===== config.mk =====
export PLATFORM = sky130hd
export DESIGN_NAME = intersection_controller
export DESIGN_NICKNAME = d
export VERILOG_FILES = /design/src/rtl/traffic_pkg.sv /design/src/rtl/intersection_controller_phase_timer.sv /design/src/rtl/intersection_controller.sv
export SDC_FILE = /design/constraint.sdc
export NUM_CORES = 1
export LEC_CHECK = 0
export BUFFER_PORTS_ARGS = -buffer_cell sky130_fd_sc_hd__buf_2
export CAP_MARGIN = 20
export CORE_MARGIN = 5
export CORE_UTILIZATION = 57
export DETAILED_ROUTE_END_ITERATION = 12
export PLACE_DENSITY = 0.84
export SKIP_LAST_GASP = 1
export SYNTH_ARGS = -nofsm -noshare
export SYNTH_HDL_FRONTEND = slang
export SYNTH_HIERARCHICAL = 1
export SYNTH_SLANG_ARGS = --single-unit

===== constraint.sdc =====
create_clock -name clk -period 2.8 [get_ports clk]
set_input_delay 0.14 -clock clk [delete_from_list [all_inputs] [get_ports clk]]
set_output_delay 0.14 -clock clk [all_outputs]
set_load 0.005 [all_outputs]

===== src/rtl/traffic_pkg.sv =====
// Shared definitions for the intersection phase scheduler: the 3-bit
// red/yellow/green head encoding, the scheduler state set and the
// all-red exit target.
package traffic_pkg;

    // {red, yellow, green}, one-hot
    localparam logic [2:0] LIGHT_RED    = 3'b100;
    localparam logic [2:0] LIGHT_YELLOW = 3'b010;
    localparam logic [2:0] LIGHT_GREEN  = 3'b001;

    // Scheduler phases
    typedef enum logic [2:0] {
        ALL_RED   = 3'd0,
        NS_GREEN  = 3'd1,
        NS_YELLOW = 3'd2,
        EW_GREEN  = 3'd3,
        EW_YELLOW = 3'd4,
        WALK      = 3'd5
    } state_t;

    // Where an all-red clearance hands the intersection next
    typedef enum logic [1:0] {
        TGT_NS   = 2'd0,
        TGT_EW   = 2'd1,
        TGT_WALK = 2'd2
    } target_t;

    // Encode one signal head from its green/yellow flags; red otherwise.
    function automatic logic [2:0] head_decode(input logic green, input logic yellow);
        logic [2:0] lights;
        lights = LIGHT_RED;
        if (green) begin
            lights = LIGHT_GREEN;
        end else if (yellow) begin
            lights = LIGHT_YELLOW;
        end
        return lights;
    endfunction

endpackage


===== src/rtl/intersection_controller_phase_timer.sv =====
// Phase dwell timer: a down-counter that is loaded with (duration - 1) on
// phase entry and reports expiry when it reaches zero. It parks at zero
// rather than wrapping, so a phase that is not left stays expired.
module phase_timer #(
    parameter int                 TIMER_W   = 8,
    parameter logic [TIMER_W-1:0] RESET_VAL = '0
) (
    input  logic               clk,
    input  logic               reset,
    input  logic               load,
    input  logic [TIMER_W-1:0] load_val,
    input  logic               hold,
    output logic               expired
);

    logic [TIMER_W-1:0] count_reg;

    // Count register: reset value, explicit load, freeze, or decrement to zero
    always_ff @(posedge clk) begin
        if (reset) begin
            count_reg <= RESET_VAL;
        end else if (load) begin
            count_reg <= load_val;
        end else if (!hold && (count_reg != '0)) begin
            count_reg <= count_reg - TIMER_W'(1);
        end
    end

    assign expired = (count_reg == '0);

endmodule


===== src/rtl/intersection_controller.sv =====
// Two-approach intersection phase scheduler. Sequences the north-south and
// east-west heads through green/yellow/all-red, inserts a pedestrian walk
// phase on request and forces all-red while an emergency preemption is
// active. All outputs are a Moore decode of the state register.
module intersection_controller
    import traffic_pkg::*;
#(
    parameter int GREEN_TIME   = 8,
    parameter int YELLOW_TIME  = 3,
    parameter int ALL_RED_TIME = 2,
    parameter int WALK_TIME    = 5,
    parameter int TIMER_W      = 8
) (
    input  logic       clk,
    input  logic       reset,
    input  logic       ped_req,
    input  logic       emergency,
    output logic [2:0] ns_lights,
    output logic [2:0] ew_lights,
    output logic       walk,
    output logic       ped_pending
);

    // Timer reload values: each phase dwells exactly its duration because
    // the exit happens on the edge where the count has reached zero.
    localparam logic [TIMER_W-1:0] GREEN_LOAD   = TIMER_W'(GREEN_TIME - 1);
    localparam logic [TIMER_W-1:0] YELLOW_LOAD  = TIMER_W'(YELLOW_TIME - 1);
    localparam logic [TIMER_W-1:0] ALL_RED_LOAD = TIMER_W'(ALL_RED_TIME - 1);
    localparam logic [TIMER_W-1:0] WALK_LOAD    = TIMER_W'(WALK_TIME - 1);

    state_t             state_reg, state_next;
    target_t            target_reg, target_next;
    logic               ped_pending_reg, ped_pending_next;

    logic               timer_expired;
    logic               timer_load;
    logic [TIMER_W-1:0] timer_load_val;
    logic               walk_entry;

    logic [1:0]         head_green;
    logic [1:0]         head_yellow;
    logic [2:0]         head_lights [2];

    // State, all-red target and pedestrian latch registers
    always_ff @(posedge clk) begin
        if (reset) begin
            state_reg       <= ALL_RED;
            target_reg      <= TGT_NS;
            ped_pending_reg <= 1'b0;
        end else begin
            state_reg       <= state_next;
            target_reg      <= target_next;
            ped_pending_reg <= ped_pending_next;
        end
    end

    // Next-state logic: emergency is checked before timer expiry
    always_comb begin
        state_next  = state_reg;
        target_next = target_reg;
        unique case (state_reg)
            ALL_RED: begin
                if (emergency) begin
                    // Park here; once released, north-south gets the road first
                    target_next = TGT_NS;
                end else if (timer_expired) begin
                    unique case (target_reg)
                        TGT_EW:   state_next = EW_GREEN;
                        TGT_WALK: state_next = WALK;
                        default:  state_next = NS_GREEN;
                    endcase
                end
            end
            NS_GREEN: begin
                if (emergency || timer_expired) begin
                    state_next = NS_YELLOW;
                end
            end
            NS_YELLOW: begin
                // Yellow is never cut short, even under preemption
                if (timer_expired) begin
                    state_next  = ALL_RED;
                    target_next = emergency ? TGT_NS : TGT_EW;
                end
            end
            EW_GREEN: begin
                if (emergency || timer_expired) begin
                    state_next = EW_YELLOW;
                end
            end
            EW_YELLOW: begin
                if (timer_expired) begin
                    state_next = ALL_RED;
                    if (!emergency && ped_pending_reg) begin
                        target_next = TGT_WALK;
                    end else begin
                        target_next = TGT_NS;
                    end
                end
            end
            WALK: begin
                // An emergency abandons the walk outright; the request is not restored
                if (emergency || timer_expired) begin
                    state_next  = ALL_RED;
                    target_next = TGT_NS;
                end
            end
            default: begin
                state_next  = ALL_RED;
                target_next = TGT_NS;
            end
        endcase
    end

    // Timer control: reload on every phase change, and keep re-arming the
    // clearance while an emergency pins the intersection in all-red so that
    // a full clearance always follows the release.
    always_comb begin
        timer_load = (state_next != state_reg) ||
                     ((state_reg == ALL_RED) && emergency);
        unique case (state_next)
            NS_GREEN, EW_GREEN:   timer_load_val = GREEN_LOAD;
            NS_YELLOW, EW_YELLOW: timer_load_val = YELLOW_LOAD;
            WALK:                 timer_load_val = WALK_LOAD;
            default:              timer_load_val = ALL_RED_LOAD;
        endcase
    end

    // Pedestrian latch: a new request beats the clear on walk entry
    always_comb begin
        walk_entry       = (state_next == WALK) && (state_reg != WALK);
        ped_pending_next = ped_req || (ped_pending_reg && !walk_entry);
    end

    // Re-arming (not freezing) is how the clearance is held, so hold stays low
    phase_timer #(
        .TIMER_W   (TIMER_W),
        .RESET_VAL (ALL_RED_LOAD)
    ) u_timer (
        .clk      (clk),
        .reset    (reset),
        .load     (timer_load),
        .load_val (timer_load_val),
        .hold     (1'b0),
        .expired  (timer_expired)
    );

    // Per-head green/yellow flags from the state register (index 0 = NS, 1 = EW)
    always_comb begin
        head_green  = {state_reg == EW_GREEN,  state_reg == NS_GREEN};
        head_yellow = {state_reg == EW_YELLOW, state_reg == NS_YELLOW};
    end

    genvar gi;
    generate
        for (gi = 0; gi < 2; gi++) begin : g_head
            assign head_lights[gi] = head_decode(head_green[gi], head_yellow[gi]);
        end
    endgenerate

    assign ns_lights   = head_lights[0];
    assign ew_lights   = head_lights[1];
    assign walk        = (state_reg == WALK);
    assign ped_pending = ped_pending_reg;

endmodule


==> results of run 1 <==
-- worst max-delay path, stage by stage, from the launching register on --
cell      delay, ns
dfxtp_1        0.36
inv_1          0.09
ha_1           0.21
nand2b_1       0.15
nor3b_4        0.50
nor2b_1        0.25
a21oi_1        0.10
o22a_1         0.21
nor2_1         0.09
inv_1          0.04
a221oi_1       0.28
-- metrics by stage --
| step | hold WS (ns) | util (%) | setup WS (ns) | power (mW) | cells |
|---|---|---|---|---|---|
| 2_1_floorplan | 0.2094 | - | 0.8711 | 0.2941 | 138 |
| 3_3_place_gp | 0.3496 | 63.87 | 0.6120 | 0.3065 | 166 |
| 3_5_place_dp | 0.3660 | 63.87 | 0.4811 | 0.3105 | 166 |
| 4_1_cts | 0.06778 | 65.95 | 0.4374 | 0.4607 | 170 |
| 5_1_grt | 0.1166 | 65.95 | 0.2309 | 0.4837 | 170 |
| 6_report | 0.05953 | 65.95 | 0.4202 | 0.4605 | 170 |
-- final cells by class --
class                           instances  area, µm²
Multi-Input combinational cell        104      703.2
Fill cell                             153      594.3
Sequential cell                        14      280.3
Timing Repair Buffer                   11      55.05
Inverter                               12      45.04
Clock buffer                            4      36.28
Tap cell                               25      31.28
-- logic make-up (layout without fill, tap and decap cells) --
group                      count (synthesis)  in the layout  synth area share (%)
xor gates and xnor gates                   4              4                 3.334
muxes                                      1              1                 1.071
buffers and inverters                     20             27                 9.284
adders and majority gates                  2              2                 2.381
other                                      1              9                0.3568
AOI/OAI and AO/OA                         43             43                 28.45
DFF                                       14             14                 26.67
and+or+nand+nor                           45             45                 28.45
-- power by group --
group | internal, mW | total, mW | switching, mW
clock | 0.0792 | 0.153 | 0.0736
combinational | 0.0359 | 0.0795 | 0.0436
sequential | 0.211 | 0.228 | 0.0177
-- routing by layer --
metal | routed length (µm) | global-route usage [%]
met1 | 1099 | 23.94
met2 | 1023 | 29.13
met3 | 75 | 3.380
met4 | 14 | 5.106
met5 | 0 | 0
-- layout by cell type, fill, tap and decap left out, types with 2 or more instances in the layout --
| cell type | count |
|---|---|
| a21oi_1 | 16 |
| a221oi_1 | 2 |
| a41o_1 | 2 |
| buf_2 | 11 |
| clkbuf_4 | 3 |
| conb_1 | 9 |
| dfxtp_1 | 14 |
| ha_1 | 2 |
| inv_1 | 11 |
| nand2_1 | 6 |
| nand2b_1 | 3 |
| nor2_1 | 11 |
| nor2b_1 | 4 |
| nor3_1 | 2 |
| nor3_2 | 2 |
| nor3b_1 | 3 |
| nor3b_2 | 2 |
| nor4_1 | 2 |
| o21a_1 | 4 |
| o21ai_0 | 2 |
| o21ai_1 | 2 |
| o22ai_1 | 2 |
| o31a_1 | 2 |
| xnor2_1 | 3 |
-- final timing paths --
kind | to | slack (ns)
setup / recovery | u_timer/count_reg[2] | 0.42
hold / removal | ped_pending | 0.06
setup reg to reg | u_timer/count_reg[2] | 0.42
hold reg to reg | target_reg[1] | 0.52
==> flow_summary.rst, run 1 <==
.. list-table::
   :header-rows: 1

   * - Metric
     - Value
   * - Top cell type's share of synthesized area
     - approximately a quarter
   * - Worst path arrival time
     - about 2.6 ns
   * - Die footprint
     - about 2800 µm²
   * - Cell area reported after detailed placement
     - 1115 µm²
   * - Sort of element at the start of the critical path
     - flip-flop
   * - Most used flip-flop cell after synthesis
     - dfxtp_1
   * - Top post-synthesis cells by area
     - dfxtp_1 (27%), a21oi_1 (7.6%), inv_1 (3.9%)
   * - Via density per instance
     - 5.653
   * - Layout cells sized above 1
     - 18.62%
   * - Post-synthesis sequential area ratio
     - 26.67%
   * - Type of the setup path with the least slack
     - reg -> reg
   * - Final net count
     - 152
   * - Synthesized area divided by synthesized cell count
     - 8.085 µm²
   * - Total grt overflow
     - 0
   * - Worst vdd ir
     - between 200 and 300 µV
   * - Num ports
     - 12
   * - Placement row count
     - 15
   * - Crit end category
     - flip-flop
   * - Hold buffer count at cts
     - 0
   * - Total via count in the routed design
     - just under 1000
   * - Core footprint
     - 1745 µm²
   * - Clock root cell
     - clkbuf_4
   * - Worst setup skew after layout
     - 0.001528 ns
   * - TritonCTS buffer count
     - 3
   * - Number of buffer cells added on primary ports
     - 11
   * - Number of resized instances in the post-cts repair step
     - 0
   * - Total of endpoints with negative setup slack in the final report
     - 0
   * - Async set-reset flop share out of synthesis
     - 0%
   * - Max-Slew Margin vs Limit
     - between 50% and 60%
   * - Post-route cell area
     - roughly 1200 µm²
   * - Post-CTS Setup Repair Bufs
     - 0
   * - Share of the clock period used by the worst path after layout
     - 84.99%
   * - Worst Tran Pin Value
     - 0.5963 ns
   * - RSZ-0062 raised after global routing
     - no
   * - Synthesis-to-layout area growth
     - 9.523%
   * - Worst-skew pair later-pin latency
     - 0.28 ns
   * - Biggest area consumer among synthesized cells
     - dfxtp_1
   * - Required time of the critical path
     - 2.99 ns
   * - Routability congestion estimate from global placement
     - 0.8576
   * - Drt first-iter violations
     - 23
   * - Number of hold-slack violations in the final timing report
     - 0
   * - Total power divided by cell area
     - roughly 400 nW/µm²
   * - Slew Viols, Final
     - 0
   * - Largest register FFs
     - 8
   * - Clock transition at the registers of the reported paths
     - 0.09 ns
   * - First-pass iteration count of the detailed router
     - 4
   * - Setup_tns
     - 0 ns
   * - Hold Path Stages
     - 3
   * - Path class of the lowest-slack min-delay path
     - in -> reg
   * - Routed wirelength normalized by instance count
     - 13.02 µm
   * - Maximum fanout encountered on the critical timing path
     - 13
   * - Largest net degree at the start of global routing
     - 18
   * - Count of unique library cells instantiated by Yosys
     - 51
   * - Launch instance of the worst register-to-register path
     - u_timer/count_reg[0]
   * - Antenna violations before repair
     - 0
   * - Run status
     - completed
   * - Leak
     - 0.4670 nW
   * - Number of global-route vias before repair
     - between 800 and 900
   * - CTS tree
     - done
   * - Crit. Startpoint
     - u_timer/count_reg[0]
   * - Global Route Usage Sum
     - 17.95%
   * - Synthesized flop and latch total
     - 14
   * - EDFF count, synth
     - 0
   * - Top-count cell post-synth
     - a21oi_1
   * - Shortest period the worst path allows
     - 2.380 ns
   * - CTS H-tree lvls
     - 1
   * - Starting density of the core
     - 60.22%
   * - Routed Wire Length
     - between 2 and 2.5 mm
   * - Max Fclk
     - 420.2 MHz
   * - Total inserted antenna cells
     - 0
   * - Total number of yosys warnings
     - 6
   * - Global-route wire length before repair
     - 3.781 mm
   * - Hold Startpoint
     - ped_req
   * - Die width
     - between 50 and 60 µm
   * - Number of antenna-violating nets in the routed design
     - 0
   * - CTS Buffer Depth
     - 2
   * - Cell count after synthesis
     - 130
   * - Clock tree sinks
     - 14
   * - Number of maximum-capacitance constraint violations
     - 0
   * - Cell area after technology mapping
     - 1051 µm²
   * - Die height
     - 52.94 µm
   * - Number of cell instances on the worst register-to-register path
     - 10
   * - Final HPWL DP
     - 1.613 mm
   * - Leading cell types by count after synthesis
     - a21oi_1 (16), dfxtp_1 (14), inv_1 (11), nor2_1 (11), nand2_1 (6)
   * - Remaining design rule violation count
     - 0
(Power assumes the default switching activity.)
==> run 2: changes to the inputs <==
--- a/config.mk
+++ b/config.mk
@@ -8,9 +8,9 @@
 export BUFFER_PORTS_ARGS = -buffer_cell sky130_fd_sc_hd__buf_2
 export CAP_MARGIN = 20
 export CORE_MARGIN = 5
-export CORE_UTILIZATION = 57
+export CORE_UTILIZATION = 51
 export DETAILED_ROUTE_END_ITERATION = 12
-export PLACE_DENSITY = 0.84
+export PLACE_DENSITY = 0.8
 export SKIP_LAST_GASP = 1
 export SYNTH_ARGS = -nofsm -noshare
 export SYNTH_HDL_FRONTEND = slang
==> constraint.sdc (replaced) <==
create_clock -name clk -period 2.1 [get_ports clk]
set_input_delay 0.105 -clock clk [delete_from_list [all_inputs] [get_ports clk]]
set_output_delay 0.105 -clock clk [all_outputs]
set_load 0.005 [all_outputs]
==> flow_summary.rst, run 2 (synthesis gave the netlist of run 1 again) <==
.. list-table::
   :header-rows: 1

   * - Metric
     - Value
   * - Layout cells sized above 1
     - 29.22% (+11 points)
   * - CTS H-tree lvls
     - 1 (unchanged)
   * - Post-route cell area
     - 1265 µm² (+9.9%)
   * - Total grt overflow
     - 0 (unchanged)
   * - Total of endpoints with negative setup slack in the final report
     - 0 (unchanged)
   * - Num ports
     - 12 (unchanged)
   * - Number of antenna-violating nets in the routed design
     - 0 (unchanged)
   * - Series of cell instances along the critical path
     - nor4_4, nor3b_4, buf_6, nand2b_4, nor3_2, a21oi_1, o22ai_1, nand2_1, o22ai_1
   * - Starting density of the core
     - 53.57% (-6.6 points)
   * - Path class of the lowest-slack min-delay path
     - in -> reg
   * - Largest register FFs
     - 8 (unchanged)
   * - First-pass iteration count of the detailed router
     - 4 (unchanged)
   * - Final net count
     - 162 (+6.6%)
   * - Total power divided by cell area
     - 465.0 nW/µm² (+16%)
   * - Sort of element at the start of the critical path
     - flip-flop
   * - Leak
     - 0.5275 nW (+13%)
   * - Clock root cell
     - clkbuf_4
   * - Number of global-route vias before repair
     - 917 (+9.2%)
   * - CTS tree
     - done
   * - Crit path setup slack, layout
     - 0.04540 ns (-0.3748 ns)
   * - Hold buffer count at cts
     - 0 (unchanged)
   * - RSZ-0062 raised after global routing
     - yes
   * - Cell with the biggest individual delay on the critical path
     - nor3b_4
   * - Antenna violations before repair
     - 0 (unchanged)
   * - Maximum fanout encountered on the critical timing path
     - 6 (-7)
   * - Shortest period the worst path allows
     - 2.055 ns (-0.3252 ns)
   * - Number of buffer cells added on primary ports
     - 11 (unchanged)
   * - Remaining design rule violation count
     - 0 (unchanged)
   * - Routed Wire Length
     - 2.492 mm (+13%)
   * - Crit end category
     - flip-flop
   * - Drt first-iter violations
     - 33 (+43%)
   * - Clock tree sinks
     - 14 (unchanged)
   * - Largest net degree at the start of global routing
     - 17 (-1)
   * - Die width
     - 55.40 µm (+4.6%)
   * - Required time of the critical path
     - 2.32 ns (-0.67 ns)
   * - Cell area reported after detailed placement
     - 1170 µm² (+4.9%)
   * - Worst Tran Pin Value
     - 0.6192 ns (+0.02291 ns)
   * - Core footprint
     - 1962 µm² (+12%)
   * - Final HPWL DP
     - 1.702 mm (+5.5%)
   * - Clock transition at the registers of the reported paths
     - 0.08 ns (about the same)
   * - Longest individual stage delay on the worst path
     - 0.37 ns (-0.13 ns)
   * - Total design power
     - 0.5882 mW (+28%)
   * - Share of the core filled with cells
     - 64.48% (-1.5 points)
   * - Setup_tns
     - 0 ns (unchanged)
   * - Cell occurring most often along the worst timing path
     - o22ai_1
   * - Worst setup skew after layout
     - 0.003933 ns (+0.002405 ns)
   * - Total inserted antenna cells
     - 0 (unchanged)
   * - Worst hold margin
     - 0.02134 ns (-0.03819 ns)
   * - Max-Slew Margin vs Limit
     - 58.34% (-1.5 points)
   * - Placement row count
     - 16 (+1)
   * - Number of maximum-capacitance constraint violations
     - 0 (unchanged)
   * - Worst vdd ir
     - 315.2 µV (+15%)
   * - Global-route wire length before repair
     - 4.029 mm (+6.6%)
   * - Routability congestion estimate from global placement
     - 0.8386 (-2.2%)
   * - Total via count in the routed design
     - 1036 (+7.8%)
   * - Slew Viols, Final
     - 0 (unchanged)
   * - Run status
     - completed
   * - Synthesis-to-layout area growth
     - 20.36%
   * - Via density per instance
     - 5.724 (+1.3%)
   * - Place WS
     - 0.03556 ns (-0.4455 ns)
   * - Type of the setup path with the least slack
     - reg -> reg
   * - Placed Cells incl. Taps
     - 175 (+5.4%)
   * - Number of hold-slack violations in the final timing report
     - 0 (unchanged)
   * - Share of the clock period used by the worst path after layout
     - 97.84% (+13 points)
   * - Routed wirelength normalized by instance count
     - 13.77 µm (+5.8%)
   * - Number of non-filler instances in the completed layout
     - 181 (+6.5%)
   * - Most frequent standard cell in the layout excluding fill and tap cells
     - a21oi_1
   * - TritonCTS buffer count
     - 3 (unchanged)
   * - Global Route Usage Sum
     - 16.21% (-1.7 points)
   * - Die footprint
     - 3069 µm² (+9.5%)
   * - CTS Buffer Depth
     - 2 (unchanged)
   * - Top library cells by usage in the layout, fill and taps aside
     - a21oi_1 (16), dfxtp_1 (12), inv_1 (11), buf_2 (11), nor2_1 (10)
   * - Worst-skew pair later-pin latency
     - 0.29 ns (about the same)
   * - Max Fclk
     - 486.7 MHz (+16%)
   * - Worst path arrival time
     - 2.27 ns (-0.30 ns)
   * - Die height
     - 55.40 µm (+4.6%)
==> run 2: cell count changes in the layout (fill, tap and decap cells not counted), sizes merged <==
cell / change
clkbuf: -1
buf: +10
==> run 2: report_power, final <==
part           switching [mW]  internal, mW  total [mW]
Clock                  0.0896        0.0667       0.156
Sequential             0.0198         0.281       0.301
Combinational          0.0696        0.0616       0.131
==> run 2: worst paths after layout <==
path	startpoint	endpoint	slack [ns]	cells past startpoint
worst max-delay path	u_timer/count_reg[6]	u_timer/count_reg[1]	0.05	9
worst min-delay path	ped_req	ped_pending	0.02	3
worst max register to register	u_timer/count_reg[6]	u_timer/count_reg[1]	0.05	9
worst min register to register	target_reg[0]	target_reg[0]	0.52	1
==> run 2: what timing repair did <==
action                     in CTS  in global routing
setup endpoints to repair       0                  5
buffers inserted                0                  3
resized for setup               0                 13
==> run 2: final cells by class <==
type	instances	area, µm²
Clock buffer	3	22.52
Timing Repair Buffer	21	133.9
Tap cell	27	33.78
Fill cell	175	696.9
Multi-Input combinational cell	104	744.5
Sequential cell	14	285.3
Inverter	12	45.04
==> run 2: worst max-delay path, delay by kind of cell, from the launching register on <==
family                 cells  cell delay, ns
and+or+nand+nor            5            0.99
AOI/OAI and AO/OA          3            0.46
DFF                        1            0.36
buffers and inverters      1            0.18
==> run 2: per-layer routing <==
metal  share of wire [%]  track usage [%]  vias up
li1                    -                -      513
met1                  44            20.45      484
met2                  49            25.51       35
met3                 5.9            3.497        4
met4                 1.5            8.681        0
met5                   0                0        -
